**src/rtl/spi_byte_sequencer.sv**
```systemverilog
// Multi-byte SPI transaction sequencer. Fetches TX bytes over valid/ready, runs the
// byte master one byte at a time, returns RX bytes, and enforces the inter-byte gap and watchdog.
//
// state | meaning
// IDLE  | waiting for start; a bad length pulses err and stays here
// FETCH | tx_ready high, waiting for the next TX byte
// XFER  | spi_en high, waiting for payload_done or watchdog expiry
// GAP   | spi_en low for GAP_CYCLES, then next byte or completion
module spi_byte_sequencer #(
    parameter int MAX_LEN        = 16,
    parameter int GAP_CYCLES     = 2,
    parameter int TIMEOUT_CYCLES = 4096,
    localparam int LEN_W         = $clog2(MAX_LEN + 1)
) (
    input  logic             clk,
    input  logic             rst,
    input  logic             start,
    input  logic [LEN_W-1:0] len,
    input  logic             abort,
    input  logic [7:0]       tx_data,
    input  logic             tx_valid,
    output logic             tx_ready,
    output logic [7:0]       rx_data,
    output logic             rx_valid,
    output logic             busy,
    output logic             done,
    output logic             err,
    output logic             spi_en,
    output logic [7:0]       spi_mosi_data,
    input  logic [7:0]       spi_miso_data,
    input  logic             payload_done
);

    localparam int GAP_W = (GAP_CYCLES > 1) ? $clog2(GAP_CYCLES) : 1;
    localparam int WD_W  = (TIMEOUT_CYCLES > 1) ? $clog2(TIMEOUT_CYCLES) : 1;

    // Both timers are down-counters loaded with (N-1) and expire on zero.
    localparam logic [GAP_W-1:0] GAP_LOAD = GAP_W'(GAP_CYCLES - 1);
    localparam logic [WD_W-1:0]  WD_LOAD  = WD_W'(TIMEOUT_CYCLES - 1);
    localparam logic [LEN_W-1:0] LEN_MAX  = LEN_W'(MAX_LEN);

    typedef enum logic [1:0] {
        ST_IDLE,
        ST_FETCH,
        ST_XFER,
        ST_GAP
    } state_t;

    state_t           state;
    logic [LEN_W-1:0] remaining;
    logic [GAP_W-1:0] gap_cnt;
    logic [WD_W-1:0]  wd_cnt;

    assign tx_ready = (state == ST_FETCH);
    assign busy     = (state != ST_IDLE);

    always_ff @(posedge clk or negedge rst) begin
        if (!rst) begin
            state         <= ST_IDLE;
            remaining     <= '0;
            gap_cnt       <= '0;
            wd_cnt        <= '0;
            rx_data       <= '0;
            rx_valid      <= 1'b0;
            done          <= 1'b0;
            err           <= 1'b0;
            spi_en        <= 1'b0;
            spi_mosi_data <= '0;
        end else begin
            rx_valid <= 1'b0;
            done     <= 1'b0;
            err      <= 1'b0;
            case (state)
                ST_IDLE: begin
                    if (start) begin
                        if (len == '0 || len > LEN_MAX) begin
                            err <= 1'b1;
                        end else begin
                            remaining <= len;
                            state     <= ST_FETCH;
                        end
                    end
                end
                ST_FETCH: begin
                    if (abort) begin
                        state <= ST_IDLE;
                    end else if (tx_valid && tx_ready) begin
                        spi_mosi_data <= tx_data;
                        wd_cnt        <= WD_LOAD;
                        spi_en        <= 1'b1;
                        state         <= ST_XFER;
                    end
                end
                ST_XFER: begin
                    // A byte that completes on the watchdog's last cycle still counts.
                    if (abort) begin
                        spi_en <= 1'b0;
                        state  <= ST_IDLE;
                    end else if (payload_done) begin
                        rx_data   <= spi_miso_data;
                        rx_valid  <= 1'b1;
                        remaining <= remaining - 1'b1;
                        gap_cnt   <= GAP_LOAD;
                        spi_en    <= 1'b0;
                        state     <= ST_GAP;
                    end else if (wd_cnt == '0) begin
                        err    <= 1'b1;
                        spi_en <= 1'b0;
                        state  <= ST_IDLE;
                    end else begin
                        wd_cnt <= wd_cnt - 1'b1;
                    end
                end
                ST_GAP: begin
                    if (abort) begin
                        state <= ST_IDLE;
                    end else if (gap_cnt == '0) begin
                        if (remaining == '0) begin
                            done  <= 1'b1;
                            state <= ST_IDLE;
                        end else begin
                            state <= ST_FETCH;
                        end
                    end else begin
                        gap_cnt <= gap_cnt - 1'b1;
                    end
                end
                default: begin
                    spi_en <= 1'b0;
                    state  <= ST_IDLE;
                end
            endcase
        end
    end

endmodule

```
**config.mk**
```make
export PLATFORM = sky130hd
export DESIGN_NAME = spi_byte_sequencer
export DESIGN_NICKNAME = d
export VERILOG_FILES = /design/src/rtl/spi_byte_sequencer.sv
export SDC_FILE = /design/constraint.sdc
export NUM_CORES = 1
export LEC_CHECK = 0
export ABC_AREA = 1
export BUFFER_PORTS_ARGS = -buffer_cell sky130_fd_sc_hd__buf_2
export CORE_MARGIN = 5
export CORE_UTILIZATION = 56
export CTS_BUF_LIST = sky130_fd_sc_hd__clkbuf_8
export DETAILED_ROUTE_END_ITERATION = 16
export PLACE_DENSITY = 0.82
export SLEW_MARGIN = 25
export SYNTH_ARGS = -nofsm -noshare
export SYNTH_HDL_FRONTEND = slang
export SYNTH_SLANG_ARGS = --single-unit
```
**constraint.sdc**
```tcl
create_clock -name clk -period 1.8 [get_ports clk]
set_input_delay 0.27 -clock clk [delete_from_list [all_inputs] [get_ports clk]]
set_output_delay 0.27 -clock clk [all_outputs]
set_load 0.02 [all_outputs]
```
==> reports/summary.log <==
qor: sta.achievable-frequency 0.5905 GHz
qor: floorplanning.floorplan.initialDensity 58.13%
qor: global_route.overflow 0
qor: final_layout.flow.area_growth_from_synthesis 21.22%
qor: placed_design.postPlaceCellArea 2407 um^2
qor: yosys.fraction_of_the_mapped_netlist_area_in_compound_gates 8.113%
qor: setup_path.critical_path.n_buffers_inverters 1
qor: drt.total_wirelength 4674 um
qor: sta.timing.clock.skew 0.003762 ns
qor: clock_network.cts_root_buffer clkbuf_8
qor: yosys.seq_area_frac_synth 47.03%
qor: setup_path.worst_ep_arrival_time 1.88 ns
qor: global_route.largest_net_degree_at_the_start_of_global_routing 26
qor: global_route.track_usage 19.22%
qor: sta.setup_total_negative_slack 0 ns
qor: clock_network.clock-sinks 40
qor: global_route.initial_antenna_violation_count 0
qor: yosys.synth_mux_area_share 5.115%
qor: floorplanning.boundaryPins 49
qor: yosys.synthXorXnorAreaFrac 0%
qor: yosys.synth.lib_cells_used.distinct 24
qor: setup_path.cp_common_cell nor2_1
qor: global_route.grt_pass1_wl 8045 um
qor: final_layout.fill_cells 300
qor: floorplanning.die-width 71.65 um
qor: drt.final_antenna_net_count 0
qor: setup_path.cp_slowest_cell dfrtp_1
qor: final_layout.num_antenna_cells 0
qor: drt.drtIter0Drc 138
qor: final_layout.layout.core_utilization 70.47%
qor: final_layout.fin_nets 359
qor: power.totalPowerFinal 0.004244 W
qor: yosys.synthFlopType dfrtp_1
qor: sta.final_period_minus_worst_setup_slack 1.693 ns
qor: placed_design.dpl.hpwl 3450 um
qor: yosys.synth_enable_flop_cells 0
qor: sta.timing_hold_violations_final 0
qor: clock_network.cts-htree-levels 2
qor: final_layout.drive_gt1_share 25.98%
qor: final_layout.post-route-cell-area 2580 um^2
qor: sta.timing_max_transition_violations_final 0
qor: clock_network.tritoncts_clock_tree built
qor: yosys.synth_fa_ha_area_share 1.176%
qor: drt.remaining_drc_errors 0
qor: sta.slew_at_the_pin_closest_to_its_max_slew_limit 0.5218 ns
qor: clock_network.clk_latency 0.29 ns
qor: setup_path.cp_slowest_stage_delay 0.39 ns
qor: clock_network.cts.clk_slew.worst_paths 0.08 ns
qor: yosys.syn-cell-area 2128 um^2
qor: floorplanning.coreArea 3661 um^2
qor: yosys.yosys_register_bits 40
qor: sta.setup_viol_count_final 0
qor: setup_path.worst_ep_required_time 1.99 ns
qor: drt.drt_pre_antenna_iters 4
qor: floorplanning.die-height 71.65 um
qor: sta.maxSlewHeadroom 65.21%
qor: flow_run.max_capacitance_violation_total 0
qor: drt.routed_via_density 5.098
qor: sta.finalCritPeriodShare 94.08%
qor: yosys.synth_async_sr_flop_share 100.0%
qor: power.power_density 1645 nW/um^2
qor: yosys.postSynthNetCount 301
qor: setup_path.critPathMaxFanout 16
qor: yosys.average_cell_area_after_synthesis 7.825 um^2
qor: floorplanning.rows 22
qor: clock_network.cts_buffers 5
qor: power.vdd_ir_drop_max 0.0009555 V
qor: setup_path.timing.critical_path.to_type register
qor: placed_design.place.port_buffers 48
qor: yosys.main_combinational_cell_family_by_area_after_synthesis simple AND/OR/NAND/NOR gates
qor: yosys.ys.warnings.count 0
qor: hold_path.min-delay-path-class input pin to register
qor: placed_design.globalplace.congestion 0.8629
qor: drt.detailroute.via_count 1932
qor: setup_path.cells_along_the_critical_path inv_1 -> ha_2 -> nand2_1 -> nor2_1 -> nand2_2 -> nand2_4 -> nand2_8 -> nor2_1 -> nor2_1
qor: status.status completed
qor: setup_path.critical_path.startpoint_type register
qor: clock_network.clock_tree.buffer_depth 2
qor: setup_path.critical-path-top-delay-family simple AND/OR/NAND/NOR gates
qor: floorplanning.design.die.area 5134 um^2
qor: yosys.synth_simple_gate_area_share 30.69%
qor: power.leakage 1.380 nW
qor: global_route.first_global_vias 1947
qor: yosys.synthesized_instance_count 272
qor: setup_path.worstSetupPathType register to register
qor: drt.wl_per_cell 12.33 um
## what timing repair did
item / 4_1_cts / 5_1_grt
hold endpoints to repair: 24 / 0
setup buffers: 0 / 3
setup endpoints to repair: 0 / 13
hold buffers: 1 / 0
resized for setup: 0 / 4
## area by class of cell
| class | instances | area (um^2) | share of cell area [%] |
|---|---|---|---|
| repair buffers | 55 | 295.3 | 11.45 |
| clock buffers | 5 | 68.82 | 2.667 |
| clock inverters | 3 | 46.29 | 1.794 |
| well taps | 48 | 60.06 | 2.328 |
| multi-input cells | 195 | 984.7 | 38.17 |
| flip-flops and latches | 40 | 1001 | 38.80 |
| inverters | 33 | 123.9 | 4.801 |
## report_power, final
group | internal [W] | switching, W
clock network | 0.000418 | 0.000332
registers | 0.00129 | 0.000289
logic | 0.000716 | 0.00119
total | 0.00243 | 0.00182
## cell usage in the layout, fill, tap and decap left out, types with 2 or more instances in the layout
cell	instances
mux2_4	5
nand3_1	22
clkbuf_8	5
inv_1	29
a21oi_1	4
o21ai_2	6
nand4_1	3
buf_2	48
dfrtp_1	40
mux2_2	3
clkinv_1	2
nand2_1	94
inv_2	2
nor2_1	29
nand2_2	3
buf_4	6
o21ai_0	16
## through the flow
stage               worst slack (ns)  hold WS [ns]  std cells
finish                        0.1065        0.1621        379
global route                -0.03581        0.1608        379
CTS                          0.08898        0.1628        375
detailed placement            0.1054        0.2817        366
global placement              0.1868        0.2808        366
floorplan                     0.3447      -0.02559        272
## logic make-up (layout without fill, tap and decap cells)
family,count (synthesis),after routing
AND/OR/NAND/NOR,155,156
flip-flops,40,40
adder cells (fa/ha/maj),2,2
multiplexers,8,8
buffers and inverters,38,96
AO/OA/AOI/OAI,29,29
## flip-flops by register name, indices dropped and copies added, names as in the netlist
signal,cells
spi_en,1
spi_mosi_data,8
done,1
gap_cnt,1
rx_valid,1
state,2
err,1
remaining,5
rx_data,8
wd_cnt,12
## synth_stat cells (all sizes together) (2+ instances only)
cell type	n	share of area, %
nor2	30	5.6
mux2	8	5.1
nand3	23	6.0
nand2	98	18
o21ai	22	6.2
inv	31	5.5
buf	5	2.1
nand4	3	0.88
dfrtp	40	47
a21oi	4	0.94
ha	2	1.2
clkinv	2	0.35
## worst min-delay path, delay by kind of cell
family | cells | cell delay [ns]
simple gates | 2 | 0.08
buf+inv | 1 | 0.07
## final timing paths
| kind | startpoint | end | slack [ns] | depth (start not counted) |
|---|---|---|---|---|
| setup / recovery | wd_cnt[0] | wd_cnt[0] | 0.11 | 9 |
| hold / removal | spi_miso_data[1] | rx_data[1] | 0.16 | 3 |
| hold reg to reg | gap_cnt | done | 0.47 | 1 |
| setup reg to reg | wd_cnt[0] | wd_cnt[0] | 0.11 | 9 |
| max in group asynchronous | rst | wd_cnt[8] | 0.71 | 3 |
| min in group asynchronous | rst | done | 0.48 | 2 |
## routing by layer
| layer | global-route usage (%) | share of wire [%] | vias up |
|---|---|---|---|
| met3 | 5.610 | 6.5 | 9 |
| met1 | 23.82 | 44 | 896 |
| met5 | 0 | 0 | - |
| met2 | 32.24 | 48 | 53 |
| li1 | - | - | 974 |
| met4 | 6.054 | 1.8 | 0 |
Power figures use the tool's default switching activity.
